### config.mk
export PLATFORM = sky130hd
export DESIGN_NAME = biquad_coeff_ctrl_flat
export DESIGN_NICKNAME = d
export VERILOG_FILES = /design/src/rtl/biquad_pkg.sv /design/src/rtl/biquad_coeff_ctrl_if.sv /design/src/rtl/biquad_coeff_bank.sv /design/src/rtl/biquad_coeff_ctrl.sv /design/src/flat_wrapper.sv
export SDC_FILE = /design/constraint.sdc
export NUM_CORES = 2
export LEC_CHECK = 0
export ABC_AREA = 1
export CAP_MARGIN = 25
export CORE_AREA = 2 2 363 365
export CTS_CLUSTER_DIAMETER = 40
export DETAILED_ROUTE_END_ITERATION = 12
export DIE_AREA = 0 0 365 367
export PLACE_DENSITY_LB_ADDON = 0.2
export SETUP_SLACK_MARGIN = 0.02
export SYNTH_ARGS = -nofsm -noshare
export SYNTH_HDL_FRONTEND = slang
export SYNTH_SLANG_ARGS = --single-unit
export TNS_END_PERCENT = 50
### constraint.sdc
create_clock -name IIRclk_i -period 4.9 [get_ports IIRclk_i]
set_clock_uncertainty 0.15 [all_clocks]
set_input_delay 1.47 -clock IIRclk_i [delete_from_list [all_inputs] [get_ports IIRclk_i]]
set_output_delay 1.47 -clock IIRclk_i [all_outputs]
set_load 0.005 [all_outputs]
### src/rtl/biquad_pkg.sv
// -----------------------------------------------------------------------------
// biquad_pkg
// Shared constants and types for the biquad coefficient controller:
//   - coefficient index map within one section (b0, b1, b2, NEGa1, NEGa2)
//   - Q-format constants (Q(COEFF_W-16).16, 1.0 = ONE_Q)
//   - controller FSM state encoding
//   - small helpers for address legality and passthrough reset values
// -----------------------------------------------------------------------------
package biquad_pkg;

    localparam int IDX_B0    = 0;
    localparam int IDX_B1    = 1;
    localparam int IDX_B2    = 2;
    localparam int IDX_NA1   = 3;
    localparam int IDX_NA2   = 4;
    localparam int NUM_COEFF = 5;

    localparam int FRAC_BITS = 16;
    localparam int ONE_Q     = 65536;

    typedef enum logic [1:0] {
        IDLE      = 2'd0,
        WAIT_TICK = 2'd1,
        FLUSH     = 2'd2,
        COPY      = 2'd3
    } state_e;

    // Coefficient index field is 3 bits wide; only 0..4 map to real words.
    function automatic logic idx_legal(input logic [2:0] idx);
        return (idx < 3'(NUM_COEFF));
    endfunction

    // Passthrough filter: b0 = 1.0, everything else 0.
    function automatic int passthrough_val(input int word_idx);
        int val;
        if ((word_idx % NUM_COEFF) == IDX_B0) begin
            val = ONE_Q;
        end else begin
            val = 0;
        end
        return val;
    endfunction

endpackage

### src/rtl/biquad_coeff_ctrl_if.sv
// -----------------------------------------------------------------------------
// biquad_coeff_ctrl_if
// Host write channel into the coefficient controller (valid/ready handshake).
//   wrValid_i : host write request
//   wrReady_o : controller accepts the write this cycle
//   wrAddr_i  : {section, coeffIdx}, coeffIdx in the low 3 bits
//   wrData_i  : signed coefficient, stored verbatim
// Modports: master = host side, slave = controller side.
// -----------------------------------------------------------------------------
interface biquad_coeff_ctrl_if #(
    parameter int NUM_SECT = 4,
    parameter int COEFF_W  = 18
);
    localparam int ADDR_W = 3 + $clog2(NUM_SECT);

    logic               wrValid_i;
    logic               wrReady_o;
    logic [ADDR_W-1:0]  wrAddr_i;
    logic [COEFF_W-1:0] wrData_i;

    modport master (
        output wrValid_i,
        output wrAddr_i,
        output wrData_i,
        input  wrReady_o
    );

    modport slave (
        input  wrValid_i,
        input  wrAddr_i,
        input  wrData_i,
        output wrReady_o
    );
endinterface

### src/rtl/biquad_coeff_bank.sv
// -----------------------------------------------------------------------------
// biquad_coeff_bank
// One bank of NUM_SECT x 5 coefficient words.
//   clk_i    : clock
//   rst_i    : synchronous active-high reset, loads passthrough (b0 = 1.0)
//   we_i     : write enable
//   waddr_i  : flat word index, section*5 + coeffIdx
//   wdata_i  : word to store
//   rdata_o  : all words, flat; word w at [w*COEFF_W +: COEFF_W]
// -----------------------------------------------------------------------------
module biquad_coeff_bank
    import biquad_pkg::*;
#(
    parameter  int NUM_SECT = 4,
    parameter  int COEFF_W  = 18,
    localparam int NW       = NUM_SECT * NUM_COEFF,
    localparam int WIDX_W   = $clog2(NW)
) (
    input  logic                  clk_i,
    input  logic                  rst_i,
    input  logic                  we_i,
    input  logic [WIDX_W-1:0]     waddr_i,
    input  logic [COEFF_W-1:0]    wdata_i,
    output logic [NW*COEFF_W-1:0] rdata_o
);

    logic [COEFF_W-1:0] mem_q [NW];
    logic [COEFF_W-1:0] mem_d [NW];

    // Next-state of every word: only the addressed word takes the write data.
    always_comb begin
        for (int i = 0; i < NW; i++) begin
            if (we_i && (waddr_i == WIDX_W'(i))) begin
                mem_d[i] = wdata_i;
            end else begin
                mem_d[i] = mem_q[i];
            end
        end
    end

    // Word storage with synchronous passthrough reset.
    always_ff @(posedge clk_i) begin
        if (rst_i) begin
            for (int i = 0; i < NW; i++) begin
                mem_q[i] <= COEFF_W'(passthrough_val(i));
            end
        end else begin
            for (int i = 0; i < NW; i++) begin
                mem_q[i] <= mem_d[i];
            end
        end
    end

    // Flatten the bank onto the read bus.
    always_comb begin
        rdata_o = {(NW*COEFF_W){1'b0}};
        for (int i = 0; i < NW; i++) begin
            rdata_o[i*COEFF_W +: COEFF_W] = mem_q[i];
        end
    end

endmodule

### src/rtl/biquad_coeff_ctrl.sv
// -----------------------------------------------------------------------------
// biquad_coeff_ctrl
// Coefficient manager for a cascade of NUM_SECT biquad sections. The host
// writes a shadow bank; a commit waits for the next sample tick, swaps banks,
// holds the biquads in reset for FLUSH_CYCLES, then copies active -> shadow
// one word per cycle so the shadow matches the new active set.
// Ports:
//   IIRclk_i      : clock
//   modeReset_i   : synchronous active-high reset
//   sampleTick_i  : sample boundary pulse
//   wr_if         : host write channel (slave modport)
//   commit_i      : request shadow -> active swap
//   busy_o        : commit sequence in progress
//   commitDone_o  : one-cycle pulse when the sequence completes
//   addrErr_o     : sticky illegal-write-address flag
//   biquadReset_o : reset to the biquad sections
//   coeff_o       : active coefficients, section s idx k at (5s+k)*COEFF_W
// Optional build macro BIQUAD_COEFF_READBACK_EN adds a registered read port:
//   rdEn_i, rdAddr_i, rdSel_i (0 shadow / 1 active), rdData_o, rdValid_o
// -----------------------------------------------------------------------------
module biquad_coeff_ctrl
    import biquad_pkg::*;
#(
    parameter  int NUM_SECT     = 4,
    parameter  int COEFF_W      = 18,
    parameter  int FLUSH_CYCLES = 4,
    localparam int ADDR_W       = 3 + $clog2(NUM_SECT),
    localparam int NW           = NUM_SECT * NUM_COEFF,
    localparam int WIDX_W       = $clog2(NW),
    localparam int BUS_W        = NW * COEFF_W
) (
    input  logic                 IIRclk_i,
    input  logic                 modeReset_i,
    input  logic                 sampleTick_i,
    biquad_coeff_ctrl_if.slave   wr_if,
    input  logic                 commit_i,
    output logic                 busy_o,
    output logic                 commitDone_o,
    output logic                 addrErr_o,
    output logic                 biquadReset_o,
    output logic [BUS_W-1:0]     coeff_o
`ifdef BIQUAD_COEFF_READBACK_EN
    ,
    input  logic                 rdEn_i,
    input  logic [ADDR_W-1:0]    rdAddr_i,
    input  logic                 rdSel_i,
    output logic [COEFF_W-1:0]   rdData_o,
    output logic                 rdValid_o
`endif
);

    state_e              state_q, state_d;
    logic                bank_sel_q, bank_sel_d;
    logic [3:0]          flush_cnt_q, flush_cnt_d;
    logic [WIDX_W-1:0]   copy_idx_q, copy_idx_d;
    logic                wr_ready_q, wr_ready_d;
    logic                busy_q, busy_d;
    logic                done_q, done_d;
    logic                addr_err_q, addr_err_d;
    logic                bq_rst_q, bq_rst_d;

    logic [BUS_W-1:0]    bus0_s, bus1_s, active_bus_s;
    logic [ADDR_W-1:0]   wr_sect_s;
    logic                wr_fire_s, wr_legal_s;
    logic [WIDX_W-1:0]   wr_word_s;
    logic                shd_we_s, we0_s, we1_s;
    logic [WIDX_W-1:0]   shd_addr_s;
    logic [COEFF_W-1:0]  shd_data_s, copy_word_s;

    biquad_coeff_bank #(.NUM_SECT(NUM_SECT), .COEFF_W(COEFF_W)) u_bank0 (
        .clk_i   (IIRclk_i),
        .rst_i   (modeReset_i),
        .we_i    (we0_s),
        .waddr_i (shd_addr_s),
        .wdata_i (shd_data_s),
        .rdata_o (bus0_s)
    );

    biquad_coeff_bank #(.NUM_SECT(NUM_SECT), .COEFF_W(COEFF_W)) u_bank1 (
        .clk_i   (IIRclk_i),
        .rst_i   (modeReset_i),
        .we_i    (we1_s),
        .waddr_i (shd_addr_s),
        .wdata_i (shd_data_s),
        .rdata_o (bus1_s)
    );

    // Host address decode: legality and flat word index.
    always_comb begin
        wr_sect_s  = wr_if.wrAddr_i >> 3;
        wr_legal_s = idx_legal(wr_if.wrAddr_i[2:0]) && (wr_sect_s < ADDR_W'(NUM_SECT));
        wr_word_s  = WIDX_W'(int'(wr_sect_s) * NUM_COEFF + int'(wr_if.wrAddr_i[2:0]));
        wr_fire_s  = wr_if.wrValid_i & wr_ready_q;
    end

    // Active bank select and the word currently being copied.
    always_comb begin
        if (bank_sel_q) begin
            active_bus_s = bus1_s;
        end else begin
            active_bus_s = bus0_s;
        end
        copy_word_s = active_bus_s[int'(copy_idx_q)*COEFF_W +: COEFF_W];
    end

    // Shadow write port: COPY owns it, otherwise accepted legal host writes.
    // Host writes only land in IDLE, so the two sources never collide.
    always_comb begin
        if (state_q == COPY) begin
            shd_we_s   = 1'b1;
            shd_addr_s = copy_idx_q;
            shd_data_s = copy_word_s;
        end else begin
            shd_we_s   = wr_fire_s & wr_legal_s;
            shd_addr_s = wr_word_s;
            shd_data_s = wr_if.wrData_i;
        end
        we0_s = shd_we_s & bank_sel_q;
        we1_s = shd_we_s & ~bank_sel_q;
    end

    // Commit sequencer next-state and registered output values.
    always_comb begin
        state_d     = state_q;
        bank_sel_d  = bank_sel_q;
        flush_cnt_d = flush_cnt_q;
        copy_idx_d  = copy_idx_q;
        done_d      = 1'b0;
        case (state_q)
            IDLE: begin
                if (commit_i) begin
                    state_d = WAIT_TICK;
                end else begin
                    state_d = IDLE;
                end
            end
            WAIT_TICK: begin
                if (sampleTick_i) begin
                    bank_sel_d  = ~bank_sel_q;
                    flush_cnt_d = 4'(FLUSH_CYCLES - 1);
                    state_d     = FLUSH;
                end else begin
                    state_d = WAIT_TICK;
                end
            end
            FLUSH: begin
                if (flush_cnt_q == 4'd0) begin
                    copy_idx_d = {WIDX_W{1'b0}};
                    state_d    = COPY;
                end else begin
                    flush_cnt_d = flush_cnt_q - 4'd1;
                end
            end
            COPY: begin
                if (copy_idx_q == WIDX_W'(NW - 1)) begin
                    done_d  = 1'b1;
                    state_d = IDLE;
                end else begin
                    copy_idx_d = copy_idx_q + WIDX_W'(1);
                end
            end
            default: begin
                state_d = IDLE;
            end
        endcase
        wr_ready_d = (state_d == IDLE);
        busy_d     = (state_d != IDLE);
        bq_rst_d   = (state_d == FLUSH);
        addr_err_d = addr_err_q | (wr_fire_s & ~wr_legal_s);
    end

    // Controller state registers.
    always_ff @(posedge IIRclk_i) begin
        if (modeReset_i) begin
            state_q     <= IDLE;
            bank_sel_q  <= 1'b0;
            flush_cnt_q <= 4'd0;
            copy_idx_q  <= {WIDX_W{1'b0}};
            wr_ready_q  <= 1'b1;
            busy_q      <= 1'b0;
            done_q      <= 1'b0;
            addr_err_q  <= 1'b0;
            bq_rst_q    <= 1'b0;
        end else begin
            state_q     <= state_d;
            bank_sel_q  <= bank_sel_d;
            flush_cnt_q <= flush_cnt_d;
            copy_idx_q  <= copy_idx_d;
            wr_ready_q  <= wr_ready_d;
            busy_q      <= busy_d;
            done_q      <= done_d;
            addr_err_q  <= addr_err_d;
            bq_rst_q    <= bq_rst_d;
        end
    end

    // The biquads must see reset in the same cycle modeReset_i is high,
    // so the mode reset is ORed in directly rather than through the flop.
    assign biquadReset_o   = modeReset_i | bq_rst_q;
    assign wr_if.wrReady_o = wr_ready_q;
    assign busy_o          = busy_q;
    assign commitDone_o    = done_q;
    assign addrErr_o       = addr_err_q;
    assign coeff_o         = active_bus_s;

`ifdef BIQUAD_COEFF_READBACK_EN
    logic [COEFF_W-1:0] rd_data_q, rd_data_d;
    logic               rd_valid_q, rd_valid_d;
    logic [ADDR_W-1:0]  rd_sect_s;
    logic [WIDX_W-1:0]  rd_word_s;
    logic               rd_legal_s;
    logic [BUS_W-1:0]   rd_src_s;

    // Read decode; an illegal read address returns zero and is not flagged.
    always_comb begin
        rd_sect_s  = rdAddr_i >> 3;
        rd_legal_s = idx_legal(rdAddr_i[2:0]) && (rd_sect_s < ADDR_W'(NUM_SECT));
        rd_word_s  = WIDX_W'(int'(rd_sect_s) * NUM_COEFF + int'(rdAddr_i[2:0]));
        if (rdSel_i) begin
            rd_src_s = active_bus_s;
        end else if (bank_sel_q) begin
            rd_src_s = bus0_s;
        end else begin
            rd_src_s = bus1_s;
        end
        rd_valid_d = rdEn_i;
        if (rdEn_i && rd_legal_s) begin
            rd_data_d = rd_src_s[int'(rd_word_s)*COEFF_W +: COEFF_W];
        end else begin
            rd_data_d = {COEFF_W{1'b0}};
        end
    end

    // Registered read port.
    always_ff @(posedge IIRclk_i) begin
        if (modeReset_i) begin
            rd_data_q  <= {COEFF_W{1'b0}};
            rd_valid_q <= 1'b0;
        end else begin
            rd_data_q  <= rd_data_d;
            rd_valid_q <= rd_valid_d;
        end
    end

    assign rdData_o  = rd_data_q;
    assign rdValid_o = rd_valid_q;
`endif

endmodule

### src/flat_wrapper.sv
// flat-port wrapper written by rule: the top's interface ports become plain ports
module biquad_coeff_ctrl_flat import biquad_pkg::*;
#(
    parameter  int NUM_SECT     = 4,
    parameter  int COEFF_W      = 18,
    parameter  int FLUSH_CYCLES = 4,
    localparam int ADDR_W       = 3 + $clog2(NUM_SECT),
    localparam int NW           = NUM_SECT * NUM_COEFF,
    localparam int WIDX_W       = $clog2(NW),
    localparam int BUS_W        = NW * COEFF_W
)
  (IIRclk_i, modeReset_i, sampleTick_i, commit_i, busy_o, commitDone_o, addrErr_o, biquadReset_o, coeff_o, wr_if_wrValid_i, wr_if_wrAddr_i, wr_if_wrData_i, wr_if_wrReady_o);
  biquad_coeff_ctrl_if #(.NUM_SECT(NUM_SECT), .COEFF_W(COEFF_W)) wr_if_i ();
  input  logic IIRclk_i;
  input  logic modeReset_i;
  input  logic sampleTick_i;
  input  logic commit_i;
  output logic busy_o;
  output logic commitDone_o;
  output logic addrErr_o;
  output logic biquadReset_o;
  output logic [BUS_W-1:0] coeff_o;
  input wire logic [$bits(wr_if_i.wrValid_i)-1:0] wr_if_wrValid_i;
  input wire logic [$bits(wr_if_i.wrAddr_i)-1:0] wr_if_wrAddr_i;
  input wire logic [$bits(wr_if_i.wrData_i)-1:0] wr_if_wrData_i;
  output wire logic [$bits(wr_if_i.wrReady_o)-1:0] wr_if_wrReady_o;
  assign wr_if_i.wrValid_i = wr_if_wrValid_i;
  assign wr_if_i.wrAddr_i = wr_if_wrAddr_i;
  assign wr_if_i.wrData_i = wr_if_wrData_i;
  assign wr_if_wrReady_o = wr_if_i.wrReady_o;
  biquad_coeff_ctrl #(.NUM_SECT(NUM_SECT), .COEFF_W(COEFF_W), .FLUSH_CYCLES(FLUSH_CYCLES)) u_core (.IIRclk_i(IIRclk_i), .modeReset_i(modeReset_i), .sampleTick_i(sampleTick_i), .wr_if(wr_if_i), .commit_i(commit_i), .busy_o(busy_o), .commitDone_o(commitDone_o), .addrErr_o(addrErr_o), .biquadReset_o(biquadReset_o), .coeff_o(coeff_o));
endmodule
==> impl_metrics.csv <==
group,metric,value,unit
outcome,status,"complete, no violations",
clocking,cts.reportedPaths.clkPinSlew,0.05,ns
drt,vias,40110,
placed_design,gp_congestion,0.8538,
timing,timing.hold.ws,0.3234,ns
global_routing,gr-total-overflow,0,
setup_path,cp_max_fo,42,
clocking,root_buffer,"clkbuf_16",
clocking,htree_levels,4,
drt,wl_per_cell,20.10,um
synth,yosys.cell_types.count,46,
pwr,p_total,17.52,mW
worst_hold_path,hold_class,"reg2reg",
timing,finalHoldViolations,0,
synth,synth_area_leaders,"dfxtp_1 38%, nand2_1 19%, inv_1 10%, a21oi_1 9.7%, nand3_1 6.8%",
timing,drv_slew,0,
synth,synth_edf_count,0,
floorplan,coreArea,0.1305,mm2
global_routing,grt_max_degree,220,
setup_path,worst_ep_required_time,3.28,ns
cells_and_area,syn_to_final_growth,28.63,%
global_routing,antenna_found_initial,3,
global_routing,grt_pass1_vias,36830,
synth,avgSynthCellArea,6.338,um2
drt,drc,0,
clocking,cts_setup_buffers,0,
clocking,cts_tree,"yes",
cells_and_area,final_common_cell,"nand2_1",
drt,final_antenna_net_count,0,
synth,synth_top_cell_by_area,"dfxtp_1",
timing,grt_setup_unrepaired,"no",
synth,syn_inst,6123,
clocking,cts_buffer_depth,3,
timing,max-slew-margin-rel,0.2240,
clocking,clk_latency,0.74,ns
cells_and_area,fin_util,0.3826,
synth,yosys_warnings,0,
cells_and_area,layout-drive-gt1-share,0.09013,
flow_run,maxCapViolCount,0,
floorplan,initial_utilization,0.2975,
floorplan,ios,393,
drt,via_per_inst,4.824,
synth,netlist.area_leader.share,0.3802,
timing,setup_viol,0,
floorplan,dieHeight,367,um
drt,drtIter0Drc,4178,
timing,finalCritPeriodShare,0.9969,
floorplan,fp.dieW,365,um
placed_design,postPlaceCellArea,0.04529,mm2
cells_and_area,stdcell_area,0.04992,mm2
setup_path,crit_type,"reg2out",
global_routing,track_usage,0.2417,
global_routing,grt_pass1_wl,243.9,mm
pwr,ir_worst_vdd,0.0002733,V
synth,async_flop_share,0,
placed_design,detailed_place_hpwl,113.1,mm
synth,seq_area_frac_synth,0.3802,
setup_path,cp_cell_sequence,"buf_4, o21ai_0, clkdlybuf4s50_1",
pwr,p_leak,24.18,nW
cells_and_area,fin_nets,6487,
timing,period_needed,4.885,ns
floorplan,num_rows,133,
synth,ys.flop_type,"dfxtp_1",
setup_path,crit_slowest_cell,"o21ai_0",
timing,max_freq,204.7,MHz
pwr,p_per_area,350.9,mW/mm2
synth,synth.net_count,6161,
clocking,cts.sinks,737,
floorplan,dieArea,0.1340,mm2
drt,drt_wl_total,167.1,mm
placed_design,io_buffers,392,
synth,syn_area,0.03881,mm2
clocking,cts_buffers,137,
timing,worst_pin_slew,1.152,ns
drt,drt-pass1-iter-count,6,
setup_path,end_kind,"primary output",
cells_and_area,layout_common_cells,"2007 x nand2_1, 1038 x inv_1, 756 x a21oi_1",
setup_path,critPathMaxStageDelay,0.97,ns
timing,finalSetupTns,0,ns
setup_path,worst_setup_path_start_kind,"flip-flop",
setup_path,arrival,3.26,ns
synth,synth_seq_cells,737,
path summary, 6_finish.rpt:
kind                                                               start                                        to  slack (ns)  depth (start not counted)
worst max-delay path                      u_core.bank_sel_q$_SDFFE_PP0P_                              coeff_o[197]        0.02                          3
worst min-delay path            u_core.u_bank0.mem_q[1][34]$_SDFFE_PP1P_  u_core.u_bank0.mem_q[1][34]$_SDFFE_PP1P_        0.32                          2
worst min register to register  u_core.u_bank0.mem_q[1][34]$_SDFFE_PP1P_  u_core.u_bank0.mem_q[1][34]$_SDFFE_PP1P_        0.32                          2
worst max register to register         u_core.copy_idx_q[0]$_SDFFE_PP0P_   u_core.u_bank1.mem_q[1][3]$_SDFFE_PP0P_        0.86                         13
kinds of logic after synthesis:
kind of cell	share of synthesized area
and+or+nand+nor	0.2984
adders and majority gates	0.003418
AOI/OAI and AO/OA	0.1599
xor gates and xnor gates	0.0002257
buffers and inverters	0.1579
DFF	0.3802
critical path, delay by kind of cell, from the launching register on:
family                 cells  cell delay [ns]
flip-flops                 1             0.50
buffers and inverters      2             1.04
AO/OA/AOI/OAI              1             0.97
where the power goes:
group	leakage [nW]	switching, mW	internal, mW
clock	2.24	3.46	6.07
combinational	16.0	1.33	0.473
sequential	5.94	0.0826	6.09
final cells by class:
cell class	instances	area (um2)
Multi-Input combinational cell	3880	18080
Tap cell	1755	2196
Fill cell	13870	80540
Inverter	1090	4116
Timing Repair Buffer	603	6146
Clock buffer	173	3861
Antenna cell	2	5.005
Clock inverter	74	757.0
Sequential cell	737	14760
per-layer routing:
| layer | up-vias | part of all wire | track usage |
|---|---|---|---|
| met1 | 18720 | 0.46 | 0.3429 |
| met4 | 0 | 0.030 | 0.08009 |
| met5 | - | 0 | 0 |
| met3 | 243 | 0.078 | 0.03839 |
| met2 | 1588 | 0.44 | 0.3703 |
| li1 | 19560 | - | - |
synth_stat cells (all sizes together), types with 2 or more instances:
library cell	instances
nand2	2016
inv	1086
a21oi	756
dfxtp	737
nand3	545
buf	270
o21ai	218
clkbuf	146
o21a	122
nor2	110
a22oi	25
and2	17
o211ai	16
nand4	12
or2	11
nor3	10
ha	9
clkinv	4
a31oi	3
a211oi	2
timing repair:
item | CTS | global route
setup endpoints to repair | 0 | 3
hold buffers | 0 | 0
gates resized for setup | 0 | 3
metrics by stage:
stage / instances / setup slack [ns]
6_report: 8314 / 0.01536
3_5_place_dp: 8065 / -0.009504
2_1_floorplan: 6123 / 0.9749
5_1_grt: 8312 / 0.02461
4_1_cts: 8312 / 0.08163
3_3_place_gp: 8065 / 0.03114
sequential cells by signal (all words and copies together), names as in the netlist:
name and count:
u_core.u_bank0.mem_q 360, u_core.u_bank1.mem_q 360, u_core.copy_idx_q 5, u_core.flush_cnt_q 4, u_core.state_q 2, u_core.addrErr_o 1
u_core.bank_sel_q 1, u_core.bq_rst_q 1, u_core.busy_o 1, u_core.commitDone_o 1, u_core.wr_if.wrReady_o 1
(Power assumes the default switching activity.)
